$ cat src/rtl/pipe_ctrl_gen.sv
// pipe_ctrl_gen: hold/flush controller for an NSTAGE in-order pipeline.
// Stage 0 is PC/IF (youngest); stage NSTAGE-1 is the oldest.
// Ports:
//   clk, rst          clock, synchronous active-high reset
//   hold_req[i]       stage i cannot advance this cycle
//   flush_req[i]      stage i redirects; all younger stages are wrong-path
//   int_flush         interrupt entry, clears the whole pipeline
//   halt_req          debug halt request (level)
//   hold_flag[k]      pipeline register k keeps its contents
//   clear_flag[k]     pipeline register k loads a bubble
//   halted            pipeline drained and frozen (registered)
//   stall_timeout     hold_req stuck for 2^WDT_W-1 consecutive cycles
module pipe_ctrl_gen #(
  parameter int unsigned NSTAGE       = 4,
  parameter int unsigned FLUSH_CYCLES = 1,
  parameter int unsigned WDT_W        = 8
) (
  input  logic              clk,
  input  logic              rst,
  input  logic [NSTAGE-1:0] hold_req,
  input  logic [NSTAGE-1:0] flush_req,
  input  logic              int_flush,
  input  logic              halt_req,
  output logic [NSTAGE-1:0] hold_flag,
  output logic [NSTAGE-1:0] clear_flag,
  output logic              halted,
  output logic              stall_timeout
);

  localparam int unsigned FW = $clog2(FLUSH_CYCLES + 1);
  localparam int unsigned DW = $clog2(NSTAGE + 1);
  localparam logic [WDT_W-1:0] WMAX = '1;
  localparam logic [WDT_W-1:0] WPRE = WMAX - 1'b1;

  typedef enum logic [1:0] {RUN, FLUSH, DRAIN, HALT} state_e;

  state_e            state_q, state_d;
  logic [FW-1:0]     fcnt_q, fcnt_d;
  logic [DW-1:0]     dcnt_q, dcnt_d;
  logic [WDT_W-1:0]  wcnt_q, wcnt_d;
  logic              to_q, to_d;
  logic              halted_q, halted_d;

  logic              flush_any, hold_any;
  logic [NSTAGE-1:0] hmask, fmask, hbub;

  assign flush_any = (|flush_req) | int_flush;
  assign hold_any  = |hold_req;

  // Smear the request vectors downward: hmask covers stages 0..h, fmask
  // covers stages below f. The top bit of hmask, shifted up, is the bubble.
  always_comb begin
    logic [NSTAGE-1:0] fs;
    hmask = hold_req;
    fs    = flush_req;
    for (int unsigned i = 0; i < NSTAGE; i++) begin
      hmask = hmask | (hmask >> 1);
      fs    = fs | (fs >> 1);
    end
    fmask = fs >> 1;
    hbub  = (hmask & ~(hmask >> 1)) << 1;
  end

  always_comb begin
    state_d  = state_q;
    fcnt_d   = fcnt_q;
    dcnt_d   = dcnt_q;
    wcnt_d   = wcnt_q;
    to_d     = to_q;
    halted_d = (state_q == HALT) && halt_req;

    unique case (state_q)
      RUN: begin
        if (flush_any && (FLUSH_CYCLES > 1)) begin
          state_d = FLUSH;
          fcnt_d  = FW'(FLUSH_CYCLES - 1);
        end else if (halt_req) begin
          state_d = DRAIN;
          dcnt_d  = DW'(NSTAGE - 1);
        end
      end
      FLUSH: begin
        if (flush_any) begin
          fcnt_d = FW'(FLUSH_CYCLES - 1);
        end else if (fcnt_q <= FW'(1)) begin
          fcnt_d = '0;
          if (halt_req) begin
            state_d = DRAIN;
            dcnt_d  = DW'(NSTAGE - 1);
          end else begin
            state_d = RUN;
          end
        end else begin
          fcnt_d = fcnt_q - 1'b1;
        end
      end
      DRAIN: begin
        if (!halt_req) begin
          state_d = RUN;
        end else if (!hold_any && !flush_any) begin
          // Only hazard-free cycles push a bubble further toward retirement.
          if (dcnt_q <= DW'(1)) begin
            state_d = HALT;
            dcnt_d  = '0;
          end else begin
            dcnt_d = dcnt_q - 1'b1;
          end
        end
      end
      HALT: begin
        if (!halt_req) state_d = RUN;
      end
      default: state_d = RUN;
    endcase

    if (state_q != HALT) begin
      if (hold_any) begin
        wcnt_d = (wcnt_q == WMAX) ? WMAX : wcnt_q + 1'b1;
        to_d   = (wcnt_d == WMAX);
      end else begin
        wcnt_d = '0;
        to_d   = 1'b0;
      end
    end
  end

  always_comb begin
    hold_flag  = '0;
    clear_flag = '0;
    if (!rst) begin
      if (state_q == HALT) begin
        hold_flag = '1;
      end else begin
        hold_flag  = hmask;
        clear_flag = hbub | fmask;
        if (int_flush) clear_flag = '1;
        if (state_q == FLUSH) clear_flag = clear_flag | NSTAGE'(1);
        if (state_q == DRAIN) begin
          hold_flag  = hold_flag  | NSTAGE'(1);
          clear_flag = clear_flag | NSTAGE'(2);
        end
        hold_flag = hold_flag & ~clear_flag;
      end
    end
  end

  assign halted        = halted_q & ~rst;
  // Asserted in the cycle the count completes, then held by to_q.
  assign stall_timeout = ~rst & (to_q | ((state_q != HALT) && hold_any && (wcnt_q == WPRE)));

  always_ff @(posedge clk) begin
    if (rst) begin
      state_q  <= RUN;
      fcnt_q   <= '0;
      dcnt_q   <= '0;
      wcnt_q   <= '0;
      to_q     <= 1'b0;
      halted_q <= 1'b0;
    end else begin
      state_q  <= state_d;
      fcnt_q   <= fcnt_d;
      dcnt_q   <= dcnt_d;
      wcnt_q   <= wcnt_d;
      to_q     <= to_d;
      halted_q <= halted_d;
    end
  end

endmodule
$ cat config.mk
export PLATFORM = sky130hd
export DESIGN_NAME = pipe_ctrl_gen
export DESIGN_NICKNAME = d
export VERILOG_FILES = /design/src/rtl/pipe_ctrl_gen.sv
export SDC_FILE = /design/constraint.sdc
export NUM_CORES = 1
export LEC_CHECK = 0
export BUFFER_PORTS_ARGS = -buffer_cell sky130_fd_sc_hd__buf_2
export CORE_UTILIZATION = 53
export DETAILED_ROUTE_END_ITERATION = 6
export PLACE_DENSITY_LB_ADDON = 0.3
export SYNTH_ARGS = -nofsm -noshare
export SYNTH_HDL_FRONTEND = slang
export SYNTH_SLANG_ARGS = --single-unit
$ cat constraint.sdc
create_clock -name clk -period 1.7 [get_ports clk]
set_input_delay 0.255 -clock clk [delete_from_list [all_inputs] [get_ports clk]]
set_output_delay 0.255 -clock clk [all_outputs]
set_load 0.01 [all_outputs]
Yosys cells after proc, flatten, opt, wreduce, memory -nomap -nowiden
Index checks and enable logic that the tools add are counted.
{ "totals": {"ff_bits": 16, "latch_bits": 0, "ram_bits": 0, "rom_bits": 0, "input_bits": 12, "output_inout_bits": 10, "word_cells": 89, "memories": 0} }
{ "classes": {"add_sub_neg": 3, "mul": 0, "div_mod_pow": 0, "n_lt_le_gt_ge": 2, "eq_ne": 15, "n_shift": 0, "muxes": 33, "bitwise_logic": 18, "reduce_logical": 12} }
{ "ops": {"columns": ["operator", "n"], "rows": [
  ["4-bit two-way mux", 9],
  ["4-bit by 3-bit bitwise OR with 4-bit output", 9],
  ["8-bit equality test (second input constant)", 3],
  ["2-bit two-way mux", 9],
  ["3-bit two-way mux", 6],
  ["8-bit two-way mux", 2],
  ["2-bit != test (second input constant)", 7],
  ["3-bit one-hot mux with 3 select lines", 1],
  ["8-bit by 1-bit adder with 8-bit output (second input constant)", 1],
  ["2-bit one-hot mux with 4 select lines", 1],
  ["4-bit OR reduction", 2],
  ["3-bit != test (second input constant)", 2],
  ["6-bit AND reduction", 1],
  ["1-bit two-way mux", 5],
  ["5-bit AND reduction", 1],
  ["4-bit bitwise AND", 1],
  ["2-bit equality test (second input constant)", 2],
  ["1-bit logical AND", 4],
  ["4-bit inverter", 1],
  ["3-bit bitwise AND", 1],
  ["3-bit by 1-bit less-or-equal comparator with 1-bit output (second input constant)", 1],
  ["3-bit inverter", 1],
  ["3-bit nonzero test", 1],
  ["3-bit by 1-bit subtractor with 3-bit output (second input constant)", 1],
  ["other kinds (8)", 11]
]} }

Longest topological paths before layout
Gate-level depths: netlist (run 1).
{ "depth": {"depth_word": 16, "depth_mapped": 6, "depth_no_buf": 6} }

Least setup slack after synthesis (run 1)
No wires, ideal clock.
{ "synth_timing": {"path_kind": "register -> register", "startpoint": "reg state_q[1]", "endpoint": "reg dcnt_q[2]", "setup_time_ps": 131, "arrival_time_ps": 1310, "required_ps": 1569, "slack_ps": 259, "stages_incl_launch_ff": 6, "path_buffers": 1, "synth_period_minus_slack_ps": 1441, "cell_sequence": "dfxtp_1 -> buf_2 -> or3b_2 -> o21a_1 -> a21oi_2 -> o22ai_1"} }
{ "synth_between": {"elab_chain_len": 3, "elab_cells_between_ends": 10, "cone_classes": "6 x eq/ne; 1 x mux; 3 x reduce/logical"} }
{ "synth_lines": {"columns": ["item", "line", "text"], "rows": [
  ["from (decl)", "37", "state_e state_q, state_d;"],
  ["from (signal assigned)", "160", "state_q <= state_d;"],
  ["2-bit equality test (tied with other cells)", "72", "unique case (state_q)"],
  ["2-bit != test (no source line) or 3-bit nonzero test (tied branches)", null, null],
  ["5-bit AND reduction (no source line)", null, null],
  ["to (signal assigned)", "162", "dcnt_q <= dcnt_d;"],
  ["to (decl)", "39", "logic [DW-1:0] dcnt_q, dcnt_d;"]
]} }
Parallel ways exist; a longest one is shown, timed or not.
A chain may end at the register's enable or synchronous reset.

Worst setup path in the final report (run 1)
{ "layout_timing": {"startpoint": "reg wcnt_q[5]", "endpoint": "out stall_timeout"} }
{ "layout_between": {"elab_chain_len": 4} }
{ "layout_lines": {"columns": ["item", "line", "text"], "rows": [
  ["from (decl)", "40", "logic [WDT_W-1:0] wcnt_q, wcnt_d;"],
  ["from (signal assigned)", "163", "wcnt_q <= wcnt_d;"],
  ["8-bit equality test", "149", "assign stall_timeout = ~rst & (to_q | ((state_q != HALT) && hold_any && (wcnt_q == WPRE)));"],
  ["1-bit logical AND", "149", null],
  ["1-bit bitwise OR", "149", null],
  ["1-bit bitwise AND", "149", null],
  ["to (decl)", "27", "output logic stall_timeout"]
]} }
Every way passes these cells.

==> metrics, run 1 <==
status complete, no violations; Hold WC Path Type input port to flip-flop; Worst EP arrival 1320 ps; CP Cell Sequence nand4_1, nor3_2, a31oi_1, nor2_1, buf_2; worst r2r src state_q[1]; Vias 1,136; First-pass DRT Iterations 4; main flop type after synthesis dfxtp_1; Synth cell types 41; slowest CP cell dfxtp_2; Tcrit/Tclk final 0.9292; Slew headroom 0.6520; CTS tree built; Hold Vio Cnt, Final 0; commonest non-fill, non-tap cell in the layout buf_2; Core Rows 15; GR Util met1 0.2905; reg2reg path depth 4; vias in the first global route 885; Ys Warns 0; Die ar. 2146 um^2; Layout Nets 177; grt total ovfl 0; final wirelength 2.568 mm; DR DRC count 0; Setup Skew 8.438 ps; commonest non-fill, non-tap cells in the layout 21 x buf_2, 15 x nor2_1, 15 x a21oi_1; total core area 1783 um^2; Syn Inst Count 138; Finished Layout Cells 185; CP Class flip-flop to output port; initial core utilization 0.5839; Die Width 46.32 um; minimum clock period 1580 ps; initial antenna violation count 0; clk_lat worst skew 280 ps; pins over their slew limit 0; DP HPWL 1.864 mm; Pwr Density 593.7 nW/um^2; Setup Viol. Count Final 0; CP max stage delay 410 ps; largest net degree at the start of global routing 16; hold endpoint halted_q; Port Buffer Count 21; CP Max Fanout 8; placed inst area 1169 um^2; r2r endpoint wcnt_q[3]; hold path depth 2; Syn Area/Cell 7.543 um^2; worst reg-to-reg setup slack 200 ps; vias per cell 6.141; met2 GRT Util 0.4194; Async S/R FF share, synth 0; CTS root buf clkbuf_4; Die Span Y 46.32 um; Setup Total Neg Slack 0 ps; number of synthesized register bits 15; Max Clk Rate 0.6330 GHz; Synth Cell Area 1041 um^2; first-pass GRT wire length 3.739 mm; min-delay src halt_req; Area Overhead vs Synth 17.79%; Startpoint Class flip-flop; GP Congestion 0.8786; cts bufs inserted 3; Placed Cells 181; sequential area share after synthesis 0.2885; CTS Sinks 15; Max H-tree Level 1; Avg WL per Cell 13.88 um; max-cap check violation count 0; CTS clk-pin slew, worst paths 90 ps; gr busiest metal met2; Bufs on Longest Clock Path 2; Setup crit end kind output port; GRT Total Usage 0.2476; Iter 0 DRT Violations 31; I/O pin count 22; ant diodes 0; Critical Path RT 1440 ps; cell area after layout 1226 um^2; actual slew at the worst max-slew pin 520.1 ps; total chip power 0.7280 mW; Global Route met3 Usage 0.05490; ANT nets after route 0; share of cells above drive strength 1 0.2625; RSZ-0062 raised after global routing false; Post-synth EDFFs 0; Syn Nets 154; Leak Pwr 0.4920 nW; worst vdd ir 440.6 uV
[per-layer routing]
layer | vias to the layer above | part of all wire
met3 | 4 | 0.035
met5 | - | 0
met1 | 544 | 0.43
met2 | 29 | 0.52
met4 | 0 | 0.019
li1 | 559 | -
[how the worst max path moves through the flow]
| stage | startpoint | slack, ps | depth (start not counted) | end |
|---|---|---|---|---|
| final | wcnt_q[5] | 120 | 5 | stall_timeout |
| after floorplan | state_q[1] | 260 | 5 | dcnt_q[2] |
| after detailed placement | int_flush | 160 | 5 | dcnt_q[2] |
| after global routing | wcnt_q[5] | 10 | 5 | stall_timeout |
| after CTS | state_q[1] | 7 | 4 | hold_flag[1] |
| after global placement | int_flush | 180 | 5 | dcnt_q[2] |
[repair_timing]
| item | in CTS | in global routing |
|---|---|---|
| pin swaps | 0 | 1 |
| hold buffers | 0 | 0 |
| resized for setup | 3 | 8 |
| endpoints found under the setup margin | 2 | 2 |
| setup buffers | 0 | 0 |
[stage by stage]
step,util,hold WS (ps),worst slack (ps)
final,0.6877,253.1,120.3
after global routing,0.6877,241.0,12.29
after CTS,0.6751,239.7,6.557
after detailed placement,0.6554,471.3,162.4
after global placement,0.6554,465.1,184.4
after floorplan,-,376.7,259.0
[area by class of cell]
cell class / instances / area (um^2)
Sequential cell: 15 / 311.5
Tap cell: 25 / 31.28
Multi-Input combinational cell: 111 / 710.7
Timing Repair Buffer: 23 / 120.1
Clock buffer: 4 / 26.28
Fill cell: 155 / 556.8
Inverter: 7 / 26.28
[cells in the mapped netlist, types with 3 or more instances]
library cell	instances	area [um^2]
a21o_1	3	22.52
a21oi_1	15	75.07
a22o_1	4	35.03
and3_1	3	18.77
buf_2	4	20.02
dfxtp_1	15	300.3
ha_1	4	50.05
inv_1	7	26.28
nand2_1	7	26.28
nand2b_1	4	25.02
nand3_1	6	30.03
nor2_1	15	56.30
nor3_1	6	30.03
nor4_1	3	18.77
o21ai_0	7	35.03
o22ai_1	4	25.02
[critical path, delay by kind of cell, from the launching register on]
kind,cells,cell delay [ps]
buffers and inverters,1,130
and+or+nand+nor,3,400
AOI/OAI and AO/OA,1,100
DFF,1,410
[state kept, by name, summed over array words and instances, names as in the netlist]
name and flops:
dcnt_q 3, halted_q 1, state_q 2, to_q 1, wcnt_q 8
[report_power, final]
part           total [mW]  switching (mW)  internal [mW]  leakage, nW
combinational       0.147          0.0840         0.0630        0.351
sequential          0.379          0.0170          0.362        0.126
clock               0.201           0.111         0.0909       0.0150
[logic make-up after synthesis]
logic type,after synthesis,synth area share
AO/OA/AOI/OAI,48,0.2957
XOR/XNOR,1,0.008415
adder cells (fa/ha/maj),4,0.04808
buffers and inverters,12,0.04808
flip-flops,15,0.2885
AND/OR/NAND/NOR,58,0.3113
(Power assumes the default switching activity.)
==> run 2: changes to the inputs <==
- CAP_MARGIN: default -> 20
- CELL_PAD_IN_SITES_DETAIL_PLACEMENT: default -> 1
- CELL_PAD_IN_SITES_GLOBAL_PLACEMENT: default -> 1
- CORE_UTILIZATION: 53 -> 38
- SETUP_SLACK_MARGIN: default -> 0.2
==> run 2 against run 1 <==
Clock power increased by 7%. Sequential power shrank 1%. Final cell count rose by 12%. Critical path depth rose by 2. First-iteration DRC count decreased by 39%. Design area increased by 19%. Fmax grew 2.7%. Die area grew 38%. Critical path type is now input port to output port. Critical endpoint is now hold_flag[0].
==> metrics, run 2 (same netlist as run 1, synthesis figures left out) <==
placed inst area 1182 um^2 (+1.2%); Slew headroom 0.6855 (+0.03353); initial antenna violation count 0 (unchanged); Global Route met3 Usage 0.04167 (-0.01324); Startpoint Class input port; Iter 0 DRT Violations 19 (-39%); status complete, no violations; grt total ovfl 0 (unchanged); CP Class input port to output port; CTS tree built; Bufs on Longest Clock Path 2 (unchanged); combinational share of power 0.237 (+0.035); Switching Fraction 0.3195 (+0.02871); initial core utilization 0.4127 (-0.1712); Largest Register wcnt_q; GP Congestion 0.8441 (-3.9%); Setup Viol. Count Final 0 (unchanged); DR DRC count 0 (unchanged); Hold WC Path Type input port to flip-flop; actual slew at the worst max-slew pin 470.0 ps (-50.11 ps); CTS clk-pin slew, worst paths 110 ps (+20 ps); I/O pin count 22 (unchanged); Area Overhead vs Synth 39.66%; Setup crit end kind output port; total core area 2522 um^2 (+41%); CTS Sinks 15 (unchanged); Pwr Density 531.7 nW/um^2 (-10%); vias per cell 5.894 (-4.0%); final wirelength 3.691 mm (+44%); First-pass DRT Iterations 4 (unchanged); cell area after layout 1454 um^2 (+19%); commonest non-fill, non-tap cells in the layout 19 x buf_2, 18 x buf_4, 14 x a21oi_1; Largest regs wcnt_q x8, dcnt_q x3, state_q x2; DP HPWL 2.365 mm (+27%); CP Max Fanout 6 (-2); max-cap check violation count 0 (unchanged); Die ar. 2953 um^2 (+38%); first-pass GRT wire length 5.368 mm (+44%); Worst EP arrival 1280 ps (-40 ps); Setup Skew 7.165 ps (-1.273 ps); largest net degree at the start of global routing 16 (unchanged); RSZ-0062 raised after global routing true; CTS root buf clkbuf_4; cts bufs inserted 3 (unchanged); vias in the first global route 1,219 (+38%); worst vdd ir 439.9 uV (-0.16%); gr busiest metal met2; clk_lat worst skew 290 ps (about the same); Port Buffer Count 21 (unchanged); Avg WL per Cell 17.75 um (+28%); Die Span Y 54.34 um (+17%); Hold Vio Cnt, Final 0 (unchanged); Max Clk Rate 0.6503 GHz (+2.7%); Die Width 54.34 um (+17%); ant diodes 0 (unchanged); GRT Total Usage 0.2520 (+0.004438); Layout Nets 195 (+10%); met2 GRT Util 0.4715 (+0.05210); Critical Path RT 1440 ps (about the same); ANT nets after route 0 (unchanged); total chip power 0.7731 mW (+6.2%); pins over their slew limit 0 (unchanged); Seq pwr share 0.485 (-0.036); Leak Pwr 0.5994 nW (+22%); share of cells above drive strength 1 0.4213 (+0.1588); Post-CTS Hold Buffers 0 (unchanged); Vias 1,226 (+7.9%); GR Util met1 0.2917 (+0.001190); P_int 0.5261 mW (+1.9%); commonest non-fill, non-tap cell in the layout buf_2; Sw Pwr 0.2470 mW (+17%); minimum clock period 1538 ps (-42.03 ps); Max H-tree Level 1 (unchanged); final core utilization 0.5764 (-0.1113); Setup Total Neg Slack 0 ps (unchanged); Tcrit/Tclk final 0.9045 (-0.02473); clock share of power 0.278 (about the same); max reg flops 8 (unchanged); Core Rows 18 (+3)
run 2: cell types whose count changed in the layout (fill, tap and decap cells not counted), sizes merged:
cell    delta
clkinv     +1
buf       +17
run 2: through the flow:
step                hold slack, ps  std cells  worst slack (ps)
finish                       248.7        208             162.3
global placement             463.5        187             166.3
global route                 246.3        208             52.56
floorplan                    376.7        138             259.0
detailed placement           470.1        187             111.8
CTS                          241.9        201             145.9
run 2: area by class of cell:
class	instances	area, um^2
flip-flops and latches	15	329.1
multi-input cells	111	760.7
repair buffers	41	272.8
fillers	320	1069
clock inverters	1	5.005
well taps	30	37.54
clock buffers	3	22.52
inverters	7	26.28
run 2: path summary, 6_finish.rpt:
kind                             startpoint  depth (start not counted)  slack, ps            to
worst max-delay path            hold_req[3]                          7        160  hold_flag[0]
worst min-delay path               halt_req                          2        250      halted_q
worst max register to register    wcnt_q[7]                          8        180          to_q
worst min register to register    dcnt_q[1]                          2        490     dcnt_q[1]
run 2: worst max-delay path: stages:
cell	delay (ps)
buf_8	110
nor4_4	390
buf_4	200
nor2_4	40
nor2_1	100
nor3_1	50
buf_2	140
run 2: timing repair:
item                       4_1_cts  5_1_grt
gates cloned                     0        0
setup endpoints to repair       14       18
resized for setup               17       25
pin swaps                        4        9
setup buffers                   10        7
run 2: power groups by stage:
stage	Combinational, mW	Sequential (mW)	Clock [mW]
after floorplan	0.0972	0.379	0
after global placement	0.140	0.387	0
after detailed placement	0.148	0.388	0
after CTS	0.159	0.375	0.220
after global routing	0.200	0.377	0.239
final	0.183	0.375	0.215
run 2: layer usage:
metal	vias up	share of wire
met5	-	0
met4	0	0.017
met3	8	0.031
met2	28	0.54
met1	596	0.41
li1	594	-
